<file path="config.mk">
export PLATFORM = sky130hd
export DESIGN_NAME = uart_tx_serializer_flat
export DESIGN_NICKNAME = d
export VERILOG_FILES = /design/src/rtl/uart_pkg.sv /design/src/rtl/uart_tx_serializer_if.sv /design/src/rtl/uart_baud_tick.sv /design/src/rtl/uart_tx_serializer.sv /design/src/flat_wrapper.sv
export SDC_FILE = /design/constraint.sdc
export NUM_CORES = 1
export LEC_CHECK = 0
export BUFFER_PORTS_ARGS = -buffer_cell sky130_fd_sc_hd__clkbuf_2
export CORE_UTILIZATION = 55
export DETAILED_ROUTE_END_ITERATION = 7
export PLACE_DENSITY = 0.8
export SETUP_SLACK_MARGIN = 0.15
export SYNTH_ARGS = -nofsm -noshare
export SYNTH_HDL_FRONTEND = slang
export SYNTH_SLANG_ARGS = --single-unit
</file>
<file path="constraint.sdc">
create_clock -name i_clk -period 3.1 [get_ports i_clk]
set_input_delay 0.62 -clock i_clk [delete_from_list [all_inputs] [get_ports i_clk]]
set_output_delay 0.62 -clock i_clk [all_outputs]
set_load 0.005 [all_outputs]
</file>
<file path="src/rtl/uart_pkg.sv">
// Shared types and constants for the UART transmit serializer.
// The optional parity stage is controlled by the UART_TX_PARITY_EN macro
// in the files that use this package.
package uart_pkg;

    // Transmit FSM states. The top module mirrors these as plain
    // localparam constants so the state register stays a bare vector.
    typedef enum logic [2:0] {
        IDLE   = 3'd0,
        START  = 3'd1,
        DATA   = 3'd2,
        PARITY = 3'd3,
        STOP   = 3'd4
    } tx_state_t;

    // Level of the serial line between frames and during stop bits.
    localparam logic UART_IDLE_LVL = 1'b1;

    // Per-frame configuration, captured at the handshake and held for the frame.
    typedef struct packed {
        logic two_stop;
        logic parity_en;
        logic parity_odd;
    } uart_frame_cfg_t;

endpackage : uart_pkg

</file>
<file path="src/rtl/uart_tx_serializer_if.sv">
// Word handshake between the TX FIFO/register block (master) and the
// serializer (slave). Transfer happens on a clock edge with valid && ready.
interface uart_tx_serializer_if #(
    parameter int DATA_W = 8
) ();

    logic [DATA_W-1:0] data;
    logic              valid;
    logic              ready;

    modport master (
        output data,
        output valid,
        input  ready
    );

    modport slave (
        input  data,
        input  valid,
        output ready
    );

endinterface : uart_tx_serializer_if

</file>
<file path="src/rtl/uart_baud_tick.sv">
// Loadable bit-period down-counter. Loaded with (clocks per bit - 1) at the
// start of every bit; o_bit_end is high in the last clock of the bit.
module uart_baud_tick #(
    parameter int DIV_W = 16
) (
    input  logic             i_clk,
    input  logic             i_nrst,
    input  logic             i_en,
    input  logic             i_load,
    input  logic [DIV_W-1:0] i_load_val,
    output logic             o_bit_end
);

    logic [DIV_W-1:0] r_cnt;

    // Count down through the bit period; a load restarts the period.
    // NOTE: state registers use non-blocking (<=) so every flop samples the
    // pre-edge values; blocking here would create order-dependent races.
    always_ff @(posedge i_clk or negedge i_nrst) begin
        if (!i_nrst) begin
            r_cnt <= '0;
        end else if (i_load) begin
            r_cnt <= i_load_val;
        end else if (i_en && (r_cnt != '0)) begin
            r_cnt <= r_cnt - DIV_W'(1);
        end
    end

    // A divisor of 0 gives a counter that is already 0: one clock per bit.
    assign o_bit_end = i_en && (r_cnt == '0);

endmodule : uart_baud_tick

</file>
<file path="src/rtl/uart_tx_serializer.sv">
// UART transmit serializer: start bit, DATA_W data bits LSB first, optional
// parity bit, 1 or 2 stop bits. o_tx is registered and idles high.
// Optional feature macro: UART_TX_PARITY_EN compiles in the PARITY state;
// without it i_parity_en / i_parity_odd are accepted but ignored.
module uart_tx_serializer
    import uart_pkg::*;
#(
    parameter int DATA_W = 8,
    parameter int DIV_W  = 16
) (
    input  logic             i_clk,
    input  logic             i_nrst,
    input  logic [DIV_W-1:0] i_baud_div,
    input  logic             i_two_stop,
    input  logic             i_parity_en,
    input  logic             i_parity_odd,
    uart_tx_serializer_if.slave s_if,
    output logic             o_tx,
    output logic             o_busy
);

    localparam int BIT_W = $clog2(DATA_W);
    localparam logic [BIT_W-1:0] LAST_BIT = BIT_W'(DATA_W - 1);

    localparam logic [2:0] ST_IDLE   = IDLE;
    localparam logic [2:0] ST_START  = START;
    localparam logic [2:0] ST_DATA   = DATA;
    localparam logic [2:0] ST_PARITY = PARITY;
    localparam logic [2:0] ST_STOP   = STOP;

    logic [2:0]        r_state;
    logic [DATA_W-1:0] r_shift;
    logic [BIT_W-1:0]  r_bit_idx;
    logic              r_stop_idx;
    uart_frame_cfg_t   r_cfg;
    logic [DIV_W-1:0]  r_div;
    logic              r_tx;
`ifdef UART_TX_PARITY_EN
    logic              r_par_acc;
`endif

    logic              w_bit_end;
    logic              w_frame_done;
    logic              w_ready;
    logic              w_xfer;
    logic              w_load;
    logic [DIV_W-1:0]  w_load_val;

`ifndef UART_TX_PARITY_EN
    // Parity configuration is still latched so both builds share one
    // datapath, but nothing reads it when parity is compiled out.
    logic w_unused_parity_cfg;
    assign w_unused_parity_cfg = r_cfg.parity_en ^ r_cfg.parity_odd;
`endif

    // Last clock of the last stop bit: the frame is finishing and a new word
    // can be taken without an idle gap.
    assign w_frame_done = (r_state == ST_STOP) && w_bit_end
                          && (r_stop_idx || !r_cfg.two_stop);
    assign w_ready      = (r_state == ST_IDLE) || w_frame_done;
    assign w_xfer       = s_if.valid && w_ready;

    // Reload the bit timer at every bit start, including a back-to-back
    // START where the freshly presented divisor applies.
    assign w_load       = w_xfer || (w_bit_end && !w_frame_done);
    assign w_load_val   = w_xfer ? i_baud_div : r_div;

    uart_baud_tick #(
        .DIV_W (DIV_W)
    ) u_baud_tick (
        .i_clk      (i_clk),
        .i_nrst     (i_nrst),
        .i_en       (r_state != ST_IDLE),
        .i_load     (w_load),
        .i_load_val (w_load_val),
        .o_bit_end  (w_bit_end)
    );

    // Frame FSM: latch word and config on transfer, then step one bit per
    // bit period, driving the registered line level for the next bit.
    always_ff @(posedge i_clk or negedge i_nrst) begin
        if (!i_nrst) begin
            r_state    <= ST_IDLE;
            r_tx       <= UART_IDLE_LVL;
            r_shift    <= '0;
            r_bit_idx  <= '0;
            r_stop_idx <= 1'b0;
            r_cfg      <= '0;
            r_div      <= '0;
`ifdef UART_TX_PARITY_EN
            r_par_acc  <= 1'b0;
`endif
        end else if (w_xfer) begin
            r_state    <= ST_START;
            r_tx       <= ~UART_IDLE_LVL;
            r_shift    <= s_if.data;
            r_bit_idx  <= '0;
            r_stop_idx <= 1'b0;
            r_div      <= i_baud_div;
            r_cfg      <= '{two_stop:   i_two_stop,
                            parity_en:  i_parity_en,
                            parity_odd: i_parity_odd};
`ifdef UART_TX_PARITY_EN
            r_par_acc  <= 1'b0;
`endif
        end else if (w_bit_end) begin
            case (r_state)
                ST_START: begin
                    r_state <= ST_DATA;
                    r_tx    <= r_shift[0];
                end
                ST_DATA: begin
`ifdef UART_TX_PARITY_EN
                    r_par_acc <= r_par_acc ^ r_shift[0];
`endif
                    if (r_bit_idx == LAST_BIT) begin
`ifdef UART_TX_PARITY_EN
                        if (r_cfg.parity_en) begin
                            r_state <= ST_PARITY;
                            r_tx    <= r_par_acc ^ r_shift[0] ^ r_cfg.parity_odd;
                        end else
`endif
                        begin
                            r_state    <= ST_STOP;
                            r_tx       <= UART_IDLE_LVL;
                            r_stop_idx <= 1'b0;
                        end
                    end else begin
                        r_bit_idx <= r_bit_idx + BIT_W'(1);
                        r_shift   <= r_shift >> 1;
                        r_tx      <= r_shift[1];
                    end
                end
`ifdef UART_TX_PARITY_EN
                ST_PARITY: begin
                    r_state    <= ST_STOP;
                    r_tx       <= UART_IDLE_LVL;
                    r_stop_idx <= 1'b0;
                end
`endif
                ST_STOP: begin
                    if (w_frame_done) begin
                        r_state <= ST_IDLE;
                        r_tx    <= UART_IDLE_LVL;
                    end else begin
                        r_stop_idx <= 1'b1;
                    end
                end
                default: begin
                    r_state <= ST_IDLE;
                    r_tx    <= UART_IDLE_LVL;
                end
            endcase
        end
    end

    assign s_if.ready = w_ready;
    assign o_tx       = r_tx;
    assign o_busy     = (r_state != ST_IDLE);

endmodule : uart_tx_serializer

</file>
<file path="src/flat_wrapper.sv">
// flat-port wrapper written by rule: the top's interface ports become plain ports
module uart_tx_serializer_flat import uart_pkg::*;
#(
    parameter int DATA_W = 8,
    parameter int DIV_W  = 16
)
  (i_clk, i_nrst, i_baud_div, i_two_stop, i_parity_en, i_parity_odd, o_tx, o_busy, s_if_data, s_if_valid, s_if_ready);
  uart_tx_serializer_if #(.DATA_W(DATA_W)) s_if_i ();
  input  logic i_clk;
  input  logic i_nrst;
  input  logic [DIV_W-1:0] i_baud_div;
  input  logic i_two_stop;
  input  logic i_parity_en;
  input  logic i_parity_odd;
  output logic o_tx;
  output logic o_busy;
  input wire logic [$bits(s_if_i.data)-1:0] s_if_data;
  input wire logic [$bits(s_if_i.valid)-1:0] s_if_valid;
  output wire logic [$bits(s_if_i.ready)-1:0] s_if_ready;
  assign s_if_i.data = s_if_data;
  assign s_if_i.valid = s_if_valid;
  assign s_if_ready = s_if_i.ready;
  uart_tx_serializer #(.DATA_W(DATA_W), .DIV_W(DIV_W)) u_core (.i_clk(i_clk), .i_nrst(i_nrst), .i_baud_div(i_baud_div), .i_two_stop(i_two_stop), .i_parity_en(i_parity_en), .i_parity_odd(i_parity_odd), .s_if(s_if_i), .o_tx(o_tx), .o_busy(o_busy));
endmodule
</file>
==> run metrics <==
vias in the first global route 2319; Switching Fraction 23.92%; Area growth, synth to finish 12.51%; Worst Setup End Kind output port; H-tree Lvls 2; fin crit share 91.39%; first-pass GRT wire length 10930 um; worst endpoint required time 2480 ps; Clock power frac 38.8%; Final HPWL DP 4326 um; Setup crit start kind register; Yosys cell types 58; Warnings, synthesis 0; Int Power 1.052 mW; vias per inst 6.205; P_sw 330.7 uW; Combinational Power Share 9.6%; pre-CTS setup slack 511.0 ps; post-CTS setup buffers 0; Post-Route Skew 8.519 ps; Worst R2R End u_core.r_cfg[2]; largest fanout on the critical path 12; # DRC 0; commonest non-fill, non-tap cell in the layout dfrtp_1; DRT Pass-1 Iters 4; total wire length 6571 um; Final Worst Setup Slack 266.9 ps; CTS clk-pin slew, worst paths 90 ps; GPL Wtd Cong 0.8572; layout cell share with drive strength beyond 1 24.00%; Synth Register Bits 49; RSZ-0062 raised after global routing no; Initial Utilization 56.98%; Die W 74.51 um; I/O Pins 33; Overall Global Routing Usage 26.10%; Num CTS Buffers 5; Async SR Flop Fraction 100.0%; Rel. slew slack 37.62%; setup TNS 0 ps; sequential element share of the synthesized area 42.45%; final number of setup-violating endpoints 0; Hold Violations, Final 0; Reg2Reg Depth 6; Total Nets Final 358; initial DRC count 232; Core Footprint 5075 um2; Port Buffers 30; flop2flop setup slack 420 ps; Crit Path Class register to output port; maximum clock frequency 0.3530 GHz; post_cts resized 0; Power Dens Cells 424.9 nW/um2; register share of total power 51.5%; Synth Area per Inst 9.769 um2; routed len/inst 16.64 um; CP arrival 2210 ps; Die H 74.51 um; ys flop type dfrtp_1; num rows 26; CTS tree done; initial antenna violation count 0; die area 5551 um2; Synth Net Count 330; CTS Hold Bufs 0; post-route ant nets 0; clk_lat worst skew 300 ps; via count 2451; Slew @ Worst Pin 934.7 ps; HP Class input port to asynchronous set/reset pin; CTS Sinks 49; CP startpoint u_core.u_baud_tick.r_cnt[11]; GRT overflow 0; most frequent cells in the layout 48 x dfrtp_1, 30 x clkbuf_2, 20 x a21oi_1, 20 x o21ai_0, 19 x nand2_1; Leakage 1.533 nW; clk buf depth 2; Final Max Tran Viols 0; crit path time final 2833 ps; reg-to-reg startpoint u_core.u_baud_tick.r_cnt[11]; CTS Root Cell clkbuf_8; Post-Syn Instances 296; pin count of the biggest net entering global routing 50; peak supply drop 307.5 uV; Mapped Area 2892 um2; max cap viols 0; status finished, final reports clean; EDFF count, synth 0; n_diodes 0
## how the worst max path moves through the flow
stage / endpoint / slack (ps) / cells after the start
global placement: u_core.r_cfg[2] / 510 / 6
global route: s_if_ready / 160 / 5
finish: s_if_ready / 270 / 5
CTS: s_if_ready / 220 / 5
detailed placement: u_core.r_cfg[2] / 510 / 6
floorplan: s_if_ready / 640 / 6
## critical path, stage by stage, from the launching register on
cell	delay, ps
dfrtp_1	440
or4_1	620
nor4_4	350
a31oi_2	190
inv_4	170
clkbuf_2	140
## sequential cells by signal (all words and copies together), names as in the netlist
register / cells
u_core.r_div: 16
u_core.u_baud_tick.r_cnt: 16
u_core.r_shift: 8
u_core.r_bit_idx: 3
u_core.r_state: 3
u_core.o_tx: 1
u_core.r_cfg: 1
u_core.r_stop_idx: 1
## cells in the mapped netlist (2+ instances only)
cell type	instances	area, um2
dfrtp_1	48	1201
a21oi_1	20	100.1
o21ai_0	20	100.1
nand2_1	19	71.32
nand3_1	17	85.08
nor3_1	14	70.07
nor2_1	13	48.80
mux2i_1	12	120.1
clkbuf_1	11	41.29
mux2_2	9	101.4
nor4_1	9	56.30
and3_1	8	50.05
inv_1	6	22.52
mux2_4	5	75.07
or3_1	5	31.28
a32o_1	4	40.04
buf_2	4	20.02
ha_1	4	50.05
nand2b_1	4	25.02
o211ai_1	4	30.03
a21o_1	3	22.52
a221o_1	3	30.03
a31oi_1	3	18.77
buf_4	3	22.52
buf_6	3	33.78
o32a_1	3	30.03
xnor2_1	3	26.28
a311o_1	2	20.02
and4_1	2	17.52
nand4_1	2	12.51
nand4b_1	2	17.52
o211a_1	2	20.02
o31ai_1	2	15.01
or2_2	2	12.51
or4_1	2	15.01
## power by group through the flow
stage / registers [mW] / logic (mW) / clock network [mW]
global route: 0.717 / 0.148 / 0.570
finish: 0.713 / 0.133 / 0.537
floorplan: 0.712 / 0.0773 / 0
detailed placement: 0.723 / 0.129 / 0
global placement: 0.720 / 0.126 / 0
CTS: 0.710 / 0.130 / 0.544
## layer usage
metal  track usage (%)  share of wire, %  up-vias
met5                 0                 0        -
met4             7.128              0.88        0
met2             42.54                50       78
li1                  -                 -     1167
met1             36.29                44     1201
met3             4.201               4.9        5
## logic make-up (layout without fill, tap and decap cells)
logic type	count (synthesis)	count (layout)	share of synthesized area [%]
XOR/XNOR	3	3	0.9089
multiplexers	26	26	10.26
buffers and inverters	28	57	4.976
AO/OA/AOI/OAI	75	75	17.48
AND/OR/NAND/NOR	111	111	22.20
flip-flops	49	49	42.45
adder cells (fa/ha/maj)	4	4	1.731
## per-stage QoR
step	instance area [um2]	power, mW	hold WS (ps)	util (%)	cells
5_1_grt	3253	1.435	469.3	64.10	395
3_3_place_gp	3108	0.8461	453.9	61.24	387
4_1_cts	3242	1.384	425.1	63.88	395
6_report	3253	1.382	404.7	64.10	395
2_1_floorplan	2892	0.7890	324.4	-	296
3_5_place_dp	3108	0.8518	458.2	61.24	387
## final cells by class
cell class | count | area [um2]
Clock inverter | 3 | 65.06
Sequential cell | 49 | 1227
Clock buffer | 5 | 68.82
Timing Repair Buffer | 42 | 240.2
Inverter | 7 | 28.78
Tap cell | 70 | 87.58
Multi-Input combinational cell | 219 | 1535
Fill cell | 418 | 1822
Power figures use the tool's default switching activity.
